File: config.mk
export PLATFORM = sky130hd
export DESIGN_NAME = alu_iter_rotator
export DESIGN_NICKNAME = d
export VERILOG_FILES = /design/src/rtl/alu_iter_rotator.sv
export SDC_FILE = /design/constraint.sdc
export NUM_CORES = 1
export LEC_CHECK = 0
export ABC_AREA = 1
export BUFFER_PORTS_ARGS = -buffer_cell sky130_fd_sc_hd__buf_4
export CAP_MARGIN = 20
export CORE_MARGIN = 2
export CORE_UTILIZATION = 50
export DETAILED_ROUTE_END_ITERATION = 8
export GPL_TIMING_DRIVEN = 0
export PLACE_DENSITY = 0.77
export SETUP_SLACK_MARGIN = 0.02
export SLEW_MARGIN = 20
export SYNTH_ARGS = -nofsm -noshare
export SYNTH_HDL_FRONTEND = slang
export SYNTH_SLANG_ARGS = --single-unit
File: constraint.sdc
create_clock -name clk -period 2.2 [get_ports clk]
set_input_delay 0.33 -clock clk [delete_from_list [all_inputs] [get_ports clk]]
set_output_delay 0.33 -clock clk [all_outputs]
set_load 0.05 [all_outputs]
File: src/rtl/alu_iter_rotator.sv
// Iterative rotate engine (ROL/ROR/RLC/RRC) with valid/ready request and response handshakes.
// Define ALU_ITER_ROTATOR_NIBBLE_STEP_EN to let ROL/ROR advance four positions per cycle.
module alu_iter_rotator #(
    parameter int WIDTH = 32
) (
    input  logic             clk,
    input  logic             rst_n,
    input  logic             req_valid,
    output logic             req_ready,
    input  logic [1:0]       req_op,
    input  logic [WIDTH-1:0] req_value,
    input  logic [WIDTH-1:0] req_count,
    input  logic [3:0]       req_flags,
    output logic             rsp_valid,
    input  logic             rsp_ready,
    output logic [WIDTH-1:0] rsp_result,
    output logic [3:0]       rsp_flags,
    output logic             busy
);

    localparam int CW = $clog2(WIDTH);
    localparam logic [CW:0] W_CNT = (CW+1)'(WIDTH);
    localparam logic [CW:0] W_P1  = (CW+1)'(WIDTH + 1);
    localparam logic [CW:0] ONE   = (CW+1)'(1);
    localparam logic [CW:0] FOUR  = (CW+1)'(4);

    localparam logic [1:0] OP_ROL = 2'b00;
    localparam logic [1:0] OP_ROR = 2'b01;
    localparam logic [1:0] OP_RLC = 2'b10;

    typedef enum logic [1:0] {IDLE, RUN, DONE} state_t;

    state_t           state, state_next;
    logic [1:0]       op_q;
    logic [WIDTH-1:0] work_value;
    logic             work_carry;
    logic             carry_in_q;
    logic             count_nz;
    logic [CW:0]      remaining;

    logic [CW:0]      count_k, count_n;
    logic [WIDTH-1:0] step_value;
    logic             step_carry;
    logic [CW:0]      step_len;
    logic             nibble_ok;
    logic             flag_c;
    logic [3:0]       flags_next;

    logic unused_inputs;
    assign unused_inputs = ^{req_flags[3:1], req_count[WIDTH-1:CW+1]};

    // Carry rotates span WIDTH+1 bits, so their count folds modulo WIDTH+1.
    always_comb begin
        count_k = req_count[CW:0];
        if (req_op[1]) begin
            count_n = (count_k <= W_CNT) ? count_k : count_k - W_P1;
        end else begin
            count_n = {1'b0, req_count[CW-1:0]};
        end
    end

    always_comb begin
        step_value = work_value;
        step_carry = work_carry;
        step_len   = ONE;
`ifdef ALU_ITER_ROTATOR_NIBBLE_STEP_EN
        nibble_ok  = (remaining >= FOUR);
`else
        nibble_ok  = 1'b0;
`endif
        case (op_q)
            OP_ROL: begin
                if (nibble_ok) begin
                    step_value = (work_value << 4) | (work_value >> (WIDTH - 4));
                    step_len   = FOUR;
                end else begin
                    step_value = {work_value[WIDTH-2:0], work_value[WIDTH-1]};
                end
            end
            OP_ROR: begin
                if (nibble_ok) begin
                    step_value = (work_value >> 4) | (work_value << (WIDTH - 4));
                    step_len   = FOUR;
                end else begin
                    step_value = {work_value[0], work_value[WIDTH-1:1]};
                end
            end
            OP_RLC: begin
                step_value = {work_value[WIDTH-2:0], work_carry};
                step_carry = work_value[WIDTH-1];
            end
            default: begin
                step_value = {work_carry, work_value[WIDTH-1:1]};
                step_carry = work_value[0];
            end
        endcase
    end

    // A zero-length rotate hands the incoming carry straight through.
    always_comb begin
        flag_c = carry_in_q;
        if (count_nz) begin
            case (op_q)
                OP_ROL:  flag_c = work_value[0];
                OP_ROR:  flag_c = work_value[WIDTH-1];
                default: flag_c = work_carry;
            endcase
        end
        flags_next = {work_value[WIDTH-1], 1'b0, (work_value == '0), flag_c};
    end

    always_ff @(posedge clk or negedge rst_n) begin
        if (!rst_n) begin
            state <= IDLE;
        end else begin
            state <= state_next;
        end
    end

    always_comb begin
        state_next = state;
        req_ready  = 1'b0;
        rsp_valid  = 1'b0;
        busy       = 1'b0;
        case (state)
            IDLE: begin
                req_ready = 1'b1;
                if (req_valid) begin
                    state_next = RUN;
                end
            end
            RUN: begin
                busy = 1'b1;
                if (remaining == '0) begin
                    state_next = DONE;
                end
            end
            DONE: begin
                busy      = 1'b1;
                rsp_valid = 1'b1;
                if (rsp_ready) begin
                    state_next = IDLE;
                end
            end
            default: state_next = IDLE;
        endcase
    end

    // Working registers are loaded on accept, stepped in RUN and copied to the response once exhausted.
    always_ff @(posedge clk or negedge rst_n) begin
        if (!rst_n) begin
            op_q       <= '0;
            work_value <= '0;
            work_carry <= 1'b0;
            carry_in_q <= 1'b0;
            count_nz   <= 1'b0;
            remaining  <= '0;
            rsp_result <= '0;
            rsp_flags  <= '0;
        end else begin
            case (state)
                IDLE: begin
                    if (req_valid) begin
                        op_q       <= req_op;
                        work_value <= req_value;
                        work_carry <= req_flags[0];
                        carry_in_q <= req_flags[0];
                        count_nz   <= (count_n != '0);
                        remaining  <= count_n;
                    end
                end
                RUN: begin
                    if (remaining == '0) begin
                        rsp_result <= work_value;
                        rsp_flags  <= flags_next;
                    end else begin
                        work_value <= step_value;
                        work_carry <= step_carry;
                        remaining  <= remaining - step_len;
                    end
                end
                default: ;
            endcase
        end
    end

endmodule

==> out/qor.txt, run 1 <==
Outcome: completed
Hold Crit Class: in2async
CTS Sinks: 79
Gr usage total: 24.24%
Root Buffer: clkbuf_8
Comb power frac: 56.3%
Row count: 33
Pwr Density: 1664 nW/um2
Post-DRT Antenna Nets: 0
Endpoints failing hold: 0
Port buffer count: 82
Worst EP arrival: 2.12 ns
Die Span Y: 94.72 um
Critical Path End Type: flop
# IOs: 113
Full die area: 8972 um2
Avg WL per Cell: 14.49 um
Number of nets in the layout: 690
RR Endpoint: work_value[9]
Latest clock arrival within the worst-skew pair: 0.36 ns
Max Clock Skew: 0.01157 ns
Post-Syn Nets: 597
Netlist cell types: 27
Clock share of power: 13.1%
Mapped Cells: 516
Placer Congestion: 0.9263
Hold Worst Slack: 0.1208 ns
Slew Viols, Final: 0
H-tree depth: 3
CTS Hold Buffers Added: 0
1st-pass router iterations: 5
LEAKAGE: 2.545 nW
Cts repair resizes: 0
Total wire length: 10400 um
TritonCTS clock tree: done
RSZ-0062 raised after global routing: no
Initial antenna violation count: 0
Diodes inserted: 0
Setup TNS: 0 ns
Worst-Margin Slew: 0.9719 ns
CP Max Fanout: 10
# setup viols final: 0
Synth warnings: 0
Sequential Power Share: 30.6%
Commonest non-fill, non-tap cells in the layout: nand2_1, buf_4, dfrtp_1, o21ai_0, inv_1
Most common cell after layout, fill and taps aside: nand2_1
FF-to-FF setup slack: 0.34 ns
Residual DRC: 0
Die W: 94.72 um
Seq cells post-synth: 79
Slew headroom: 35.20%
Startpoint types: flop
Initial Util: 50.85%
Clock buffers created by TritonCTS: 9
Sw frac: 49.48%
CTS clk-pin slew, worst paths: 0.08 ns
Max-Cap Viols: 0
DR vias: 3926
R2R cell count: 8
Post-CTS Setup Inserts: 0
Area delta synth->final: 22.96%
Register area share after synthesis: 48.04%
Overall Power: 8.421 mW
Starting DRC count in detailed routing: 285
Fmax: 538.7 MHz
Core footprint: 8093 um2
CP Cell Sequence: inv_1 > ha_1 > buf_4 > inv_1 > clkbuf_1 > a21oi_1 > o21ai_0 > a31oi_1
Post-route minimum period: 1.856 ns
Crit-path slowest cell: dfrtp_1
Internal: 4.254 mW
GRT overflow: 0
Syn Area/Cell: 7.975 um2
CP peak stage delay: 0.41 ns
Vias in the first global route: 3691
Critical Path RT: 2.46 ns
Vias per cell: 5.468
Peak VDD IR: 1025 uV
Share of layout cells above drive strength 1: 19.90%
Setup CP Type: reg2reg
Clk buf depth: 2
Worst R2R Start: state[1]
Syn Std Cell Area: 4115 um2
Dpl hpwl: 7528 um
Most used cell, CP: inv_1
First-pass GRT wire length: 16960 um
Fin crit share: 84.39%
Sw power: 4.167 mW
Pin count of the biggest net entering global routing: 80
==> worst max path at each step <==
| stage | from | end | slack [ns] | cells after the start |
|---|---|---|---|---|
| 5_1_grt | state[1] | work_value[21] | 0.20 | 8 |
| 4_1_cts | state[1] | work_value[23] | 0.36 | 8 |
| 3_5_place_dp | state[1] | work_value[23] | 0.39 | 8 |
| 6_report | state[1] | work_value[9] | 0.34 | 8 |
| 2_1_floorplan | state[0] | work_value[0] | 0.37 | 10 |
| 3_3_place_gp | remaining[0] | work_value[0] | 0.42 | 9 |
==> cell families (layout without fill, tap and decap cells) <==
kind of cell / count (synthesis) / in the layout / synth area share [%]
AOI/OAI and AO/OA: 159 / 159 / 20.86
xor gates and xnor gates: 1 / 1 / 0.2129
adders and majority gates: 7 / 7 / 2.128
buffers and inverters: 90 / 187 / 10.55
DFF: 79 / 79 / 48.04
other: 1 / 1 / 0.09113
and+or+nand+nor: 179 / 179 / 18.12
==> Yosys cell counts <==
| library cell | instances | area, um2 |
|---|---|---|
| clkbuf_1 | 12 | 45.04 |
| conb_1 | 1 | 3.750 |
| dfrtp_1 | 79 | 1977 |
| nand2_4 | 1 | 11.26 |
| o21ai_1 | 7 | 35.03 |
| nor3_1 | 2 | 10.01 |
| nor3b_2 | 1 | 12.51 |
| nor2_2 | 1 | 6.260 |
| buf_2 | 7 | 35.03 |
| nand3_2 | 1 | 10.01 |
| inv_1 | 57 | 214.0 |
| nand3_1 | 15 | 75.07 |
| a31oi_2 | 1 | 12.51 |
| o21ai_0 | 74 | 370.4 |
| nand4_1 | 11 | 68.82 |
| xor2_1 | 1 | 8.760 |
| o211ai_1 | 5 | 37.54 |
| buf_4 | 4 | 30.03 |
| nand2_1 | 97 | 364.1 |
| o221ai_1 | 1 | 8.760 |
| o22ai_1 | 1 | 6.260 |
| a21oi_1 | 40 | 200.2 |
| nor2_1 | 50 | 187.7 |
| inv_6 | 1 | 8.760 |
| ha_1 | 7 | 87.58 |
| a31oi_1 | 30 | 187.7 |
| buf_6 | 9 | 101.4 |
==> final cells by class <==
class	count	area [um2]
clock inverter	3	42.54
sequential	79	1977
clock buffer	12	155.1
multi-input combinational	347	1704
tap	105	131.4
timing repair buffer	82	615.6
fill	757	3033
inverter	58	222.7
buffer	32	211.5
==> metrics by stage <==
stage	utilization (%)	instances	instance area [um2]	setup slack [ns]
after floorplan	-	516	4115	0.3681
after global placement	60.08	703	4862	0.4157
after detailed placement	60.08	703	4862	0.3857
after CTS	62.52	718	5060	0.3605
after global routing	62.52	718	5060	0.1991
final	62.52	718	5060	0.3435
==> critical path, delay by kind of cell (launching register included) <==
family                   cells  cell delay [ns]
flip-flops                   1             0.41
buffers and inverters        4             0.61
AO/OA/AOI/OAI                3             0.55
adder cells (fa/ha/maj)      1             0.19
==> routing by layer <==
layer	track usage, %	wire [um]	vias up
met3	3.512	647	17
met5	0	0	-
li1	-	-	1901
met1	32.40	4632	1848
met4	10.51	183	0
met2	39.36	4942	160
==> flip-flops by register name (all words and copies together), names as in the netlist <==
signal and count:
work_value 32, state 2, remaining 6, rsp_flags 2
count_nz 1, work_carry 1, rsp_result 32, op_q 2
carry_in_q 1
==> power by group through the flow <==
stage / Clock (mW) / Sequential (mW) / Combinational (mW)
floorplan: 0 / 3.34 / 2.63
detailed placement: 0 / 2.59 / 4.70
finish: 1.11 / 2.58 / 4.74
global placement: 0 / 2.56 / 4.58
global route: 1.19 / 2.65 / 5.22
CTS: 1.12 / 2.57 / 4.72
Note: power is estimated with default switching activity, not from simulation.
==> run 2: changes to the inputs <==
- CORE_UTILIZATION: 50 -> 48
- clock period: 2.2 -> 1.6 ns (I/O delays scaled with it)
==> run 2 against run 1 <==
Compared with the run above: the flow now finishes with violations (setup timing); clock skew decreased by 0.0016 ns; wire length increased by 6.8%; power up 54%; count of clock-buffer cells in the layout shrank 2; die area up 4.0%; utilization rose by 3.2 points; clock power rose by 32%; combinational power rose by 65%; largest cell class unchanged.
==> out/qor.txt, run 2 (synthesis gave the netlist of run 1 again) <==
Outcome: complete, but fails checks
Failing checks: setup timing
Avg WL per Cell: 15.22 um (+5.0%)
Initial Util: 49.83% (-1.0 points)
Slew Viols, Final: 0 (unchanged)
Commonest non-fill, non-tap cells in the layout: nand2_1, buf_4, dfrtp_1, o21ai_0, inv_1
Worst-Margin Slew: 0.9753 ns (+0.003392 ns)
Setup TNS: -2.504 ns (-2.504 ns)
Sw frac: 49.23% (-0.26 points)
First-pass GRT wire length: 17880 um (+5.4%)
Pwr Density: 2381 nW/um2 (+43%)
TritonCTS clock tree: done
Final instance area: 5429 um2 (+7.3%)
Slew headroom: 34.98% (-0.23 points)
Share of layout cells above drive strength 1: 28.32% (+8.4 points)
Total wire length: 11110 um (+6.8%)
LEAKAGE: 2.662 nW (+4.6%)
Startpoint types: flop
CTS clk-pin slew, worst paths: 0.08 ns (about the same)
Max-Cap Viols: 0 (unchanged)
Largest registers: rsp_result x32, work_value x32, remaining x6
Setup CP Type: reg2reg
CTS Sinks: 79 (unchanged)
RR Endpoint: work_value[4]
# IOs: 113 (unchanged)
Diodes inserted: 0 (unchanged)
Row count: 33 (unchanged)
Sw power: 6.364 mW (+53%)
Clock share of power: 11.3% (-1.8 points)
Fmax: 586.3 MHz (+8.8%)
Routed wl met3: 766 um (+18%)
Post-route minimum period: 1.706 ns (-0.1508 ns)
Critical Path RT: 1.83 ns (-0.63 ns)
Internal: 6.564 mW (+54%)
Worst EP arrival: 1.94 ns (-0.18 ns)
Overall Power: 12.93 mW (+54%)
Comb power frac: 60.5% (+4.2 points)
Max Used Layer: met4
Sequential Power Share: 28.1% (-2.5 points)
Root Buffer: clkbuf_8
DR vias: 4037 (+2.8%)
GRT overflow: 0 (unchanged)
Max Clock Skew: 0.009975 ns (-0.001598 ns)
Area delta synth->final: 31.92%
Metal1 wirelength: 4745 um (+2.4%)
Placer Congestion: 0.9095 (-1.8%)
Core footprint: 8258 um2 (+2.0%)
Port buffer count: 82 (unchanged)
Gr usage total: 25.02% (+0.78 points)
Area taken by multi-input logic gates: 1881 um2 (+10%)
Endpoints failing hold: 0 (unchanged)
Starting DRC count in detailed routing: 249 (-13%)
Post-DRT Antenna Nets: 0 (unchanged)
Latest clock arrival within the worst-skew pair: 0.35 ns (about the same)
H-tree depth: 3 (unchanged)
Critical Path End Type: flop
CP Max Fanout: 10 (unchanged)
Number of nets in the layout: 703 (+1.9%)
Vias per cell: 5.530 (+1.1%)
FILL cells: 692 (-8.6%)
Die Span Y: 96.59 um (+2.0%)
Clk buf depth: 2 (unchanged)
Most common cell after layout, fill and taps aside: nand2_1
Residual DRC: 0 (unchanged)
Placed cell areas: 4875 um2 (+0.26%)
FF-to-FF setup slack: -0.11 ns (-0.45 ns)
Die W: 96.59 um (+2.0%)
Initial antenna violation count: 0 (unchanged)
Worst R2R Start: remaining[0]
Peak VDD IR: 1539 uV (+50%)
Pin count of the biggest net entering global routing: 80 (unchanged)
Hold Crit Class: in2async
Clock buffers created by TritonCTS: 9 (unchanged)
R2R cell count: 9 (+1)
Vias in the first global route: 3819 (+3.5%)
Full die area: 9330 um2 (+4.0%)
Fin crit share: 106.6% (+22 points)
RSZ-0062 raised after global routing: yes
Setup ws final: -0.1057 ns (-0.4492 ns)
Dpl hpwl: 7576 um (+0.64%)
CTS Hold Buffers Added: 0 (unchanged)
# setup viols final: 67 (+67)
Register area: 1978 um2 (about the same)
WL met2: 5369 um (+8.6%)
1st-pass router iterations: 5 (unchanged)
## run 2: changes by cell type in the layout (fill, tap and decap cells not counted), sizes merged
cell | previous run | this run
inv | 58 | 59
buf | 102 | 116
clkinv | 1 | 2
clkbuf | 24 | 20
## run 2: timing repair
item	CTS	global route
endpoints found under the setup margin	75	77
hold endpoints to repair	0	0
cloned	4	1
resized for setup	53	29
buffers inserted	8	0
pin swaps	5	7
## run 2: cell type report
class / instances / share of cell area, %
Inverter: 58 / 4.241
Timing Repair Buffer: 94 / 13.81
Clock buffer: 10 / 2.535
Multi-Input combinational cell: 347 / 34.64
Tap cell: 105 / 2.420
Sequential cell: 79 / 36.44
Timing Repair inverter: 1 / 0.2074
Buffer: 32 / 4.840
Clock inverter: 4 / 0.8758
## run 2: metal layers
layer | vias to the layer above | track usage (%)
met5 | - | 0
met4 | 0 | 9.390
met3 | 18 | 3.181
met2 | 165 | 41.55
met1 | 1928 | 33.64
li1 | 1926 | -
## run 2: worst max-delay path, cell delays in order (launching register included)
cell and delay (ns):
dfrtp_1 0.37, inv_2 0.08, ha_4 0.13, nor3b_4 0.26
nand3_4 0.19, nand2_8 0.15, inv_12 0.06, buf_8 0.15
nor2_1 0.12, a31oi_1 0.06
## run 2: stage by stage
step,utilization [%],hold WS [ns],instances,setup slack (ns)
6_report,65.74,0.04991,730,-0.1057
5_1_grt,65.74,0.1182,730,-0.2201
4_1_cts,64.56,0.08417,729,-0.03761
3_5_place_dp,59.03,0.4667,703,-0.2450
3_3_place_gp,59.03,0.4609,703,-0.1841
2_1_floorplan,-,-0.05559,516,0.03441
## run 2: power by group through the flow
stage	combinational [mW]	clock, mW	sequential [mW]
2_1_floorplan	3.69	0	4.59
3_3_place_gp	6.32	0	3.52
3_5_place_dp	6.50	0	3.56
4_1_cts	7.42	1.47	3.58
5_1_grt	8.52	1.55	3.74
6_report	7.83	1.46	3.64
## run 2: how the worst max path moves through the flow
| stage | start | endpoint | cells past startpoint | slack (ns) |
|---|---|---|---|---|
| floorplan | state[0] | work_value[0] | 10 | 0.03 |
| global placement | state[1] | work_value[19] | 8 | -0.18 |
| detailed placement | state[1] | work_value[14] | 8 | -0.25 |
| CTS | remaining[0] | work_value[30] | 9 | -0.04 |
| global route | remaining[0] | work_value[4] | 9 | -0.22 |
| finish | remaining[0] | work_value[4] | 9 | -0.11 |
==> run 3: changes to the inputs <==
- RECOVER_POWER: unset -> 25
==> run 3 against run 2 <==
Compared with the run above: utilization is the same; largest power group unchanged; sequential share of layout area unchanged; critical path depth did not move; die area stayed put; via count is the same; sequential cell count is the same; the flow still finishes with violations (setup timing); setup slack unchanged; design area unchanged; critical endpoint unchanged; power about the same; combinational power hardly changed; clock skew unchanged.
==> out/qor.txt, run 3 (synthesis gave the netlist of run 1 again) <==
Outcome: complete, but fails checks
Failing checks: setup timing
Post-DRT Antenna Nets: 0 (unchanged)
Dpl hpwl: 7576 um (unchanged)
Residual DRC: 0 (unchanged)
Worst R2R Start: remaining[0]
# setup viols final: 67 (unchanged)
Setup ws final: -0.1057 ns (unchanged)
Die Span Y: 96.59 um (unchanged)
Total wire length: 11110 um (about the same)
Full die area: 9330 um2 (unchanged)
Root Buffer: clkbuf_8
Delay-heaviest family, CP: simple AND/OR/NAND/NOR gates
Post-route minimum period: 1.706 ns (unchanged)
Largest registers: rsp_result x32, work_value x32, remaining x6
GRT overflow: 0 (unchanged)
Overall Power: 12.93 mW (about the same)
Commonest non-fill, non-tap cells in the layout: nand2_1, buf_4, dfrtp_1, o21ai_0, inv_1
First-pass GRT wire length: 17880 um (unchanged)
RSZ-0062 raised after global routing: yes
Placer Congestion: 0.9095 (unchanged)
Share of layout cells above drive strength 1: 28.32% (unchanged)
CTS clk-pin slew, worst paths: 0.08 ns (about the same)
Setup CP Type: reg2reg
Core footprint: 8258 um2 (unchanged)
Hold Crit Class: in2async
Max-Cap Viols: 0 (unchanged)
CP Max Fanout: 10 (unchanged)
Port buffer count: 82 (unchanged)
LEAKAGE: 2.662 nW (about the same)
Fmax: 586.3 MHz (unchanged)
RR Endpoint: work_value[4]
Initial antenna violation count: 0 (unchanged)
Sw frac: 49.23% (about the same)
FF-to-FF setup slack: -0.11 ns (about the same)
Comb power frac: 60.5% (about the same)
Pin count of the biggest net entering global routing: 80 (unchanged)
Latest clock arrival within the worst-skew pair: 0.35 ns (about the same)
Slew Viols, Final: 0 (unchanged)
Die W: 96.59 um (unchanged)
CP peak stage delay: 0.37 ns (about the same)
Most common cell after layout, fill and taps aside: nand2_1
Buffers & Inverters on Critical Path: 3 (unchanged)
Max Clock Skew: 0.009975 ns (unchanged)
DR vias: 4037 (unchanged)
Sw power: 6.364 mW (about the same)
Clock buffers created by TritonCTS: 9 (unchanged)
Gr usage total: 25.02% (unchanged)
Worst EP arrival: 1.94 ns (about the same)
CTS Sinks: 79 (unchanged)
# IOs: 113 (unchanged)
H-tree depth: 3 (unchanged)
Vias per cell: 5.530 (unchanged)
CTS Hold Buffers Added: 0 (unchanged)
Slew headroom: 29.30% (-5.7 points)
R2R cell count: 9 (unchanged)
Crit-path slowest cell: dfrtp_1
Clk buf depth: 2 (unchanged)
Peak VDD IR: 1539 uV (unchanged)
Row count: 33 (unchanged)
TritonCTS clock tree: done
Starting DRC count in detailed routing: 249 (unchanged)
Clock share of power: 11.3% (about the same)
Sequential Power Share: 28.1% (about the same)
Worst-Margin Slew: 1.061 ns (+0.08523 ns)
Avg WL per Cell: 15.22 um (about the same)
Critical Path RT: 1.83 ns (about the same)
Fin crit share: 106.6% (unchanged)
Final core occ: 65.74% (unchanged)
CP Cell Sequence: inv_2 > ha_4 > nor3b_4 > nand3_4 > nand2_8 > inv_12 > buf_8 > nor2_1 > a31oi_1
1st-pass router iterations: 5 (unchanged)
Diodes inserted: 0 (unchanged)
Hold Worst Slack: 0.1073 ns (+0.05736 ns)
Startpoint types: flop
Number of nets in the layout: 703 (unchanged)
Pwr Density: 2381 nW/um2 (about the same)
Initial Util: 49.83% (unchanged)
Endpoints failing hold: 0 (unchanged)
Internal: 6.564 mW (about the same)
Critical Path End Type: flop
Area delta synth->final: 31.92% (unchanged)
Vias in the first global route: 3819 (unchanged)
run 3: cell type report:
| type | count | area, um2 |
|---|---|---|
| Fill cell | 692 | 2829 |
| Sequential cell | 79 | 1978 |
| Multi-Input combinational cell | 347 | 1881 |
| Timing Repair Buffer | 94 | 749.5 |
| Buffer | 32 | 262.8 |
| Inverter | 58 | 230.2 |
| Clock buffer | 10 | 137.6 |
| Tap cell | 105 | 131.4 |
| Clock inverter | 4 | 47.55 |
| Timing Repair inverter | 1 | 11.26 |
run 3: power by group through the flow:
stage | registers (mW) | clock network [mW] | logic, mW
CTS | 3.58 | 1.47 | 7.42
floorplan | 4.59 | 0 | 3.69
global placement | 3.52 | 0 | 6.32
detailed placement | 3.56 | 0 | 6.50
finish | 3.64 | 1.46 | 7.83
global route | 3.74 | 1.55 | 8.52
run 3: metrics by stage:
step	TNS, ns	cell area [um2]	cells	setup slack [ns]
4_1_cts	-0.4020	5331	729	-0.03761
6_report	-2.504	5429	730	-0.1057
2_1_floorplan	0	4128	516	0.03441
5_1_grt	-9.254	5429	730	-0.2201
3_5_place_dp	-12.97	4875	703	-0.2450
3_3_place_gp	-10.51	4875	703	-0.1841
run 3: layer usage:
metal	global-route usage, %	wire length, um
met1	33.64	4745
met2	41.55	5368
met3	3.181	766
met4	9.390	227
met5	0	0
run 3: worst max-delay path by stage:
| stage | from | end | cells after the start |
|---|---|---|---|
| finish | remaining[0] | work_value[4] | 9 |
| global placement | state[1] | work_value[19] | 8 |
| CTS | remaining[0] | work_value[30] | 9 |
| detailed placement | state[1] | work_value[14] | 8 |
| global route | remaining[0] | work_value[4] | 9 |
| floorplan | state[0] | work_value[0] | 10 |
run 3: repair_timing:
item,CTS,global route
setup endpoints to repair,75,77
gates cloned,4,1
pin swaps,5,7
gates resized for setup,53,29
setup buffers,8,0
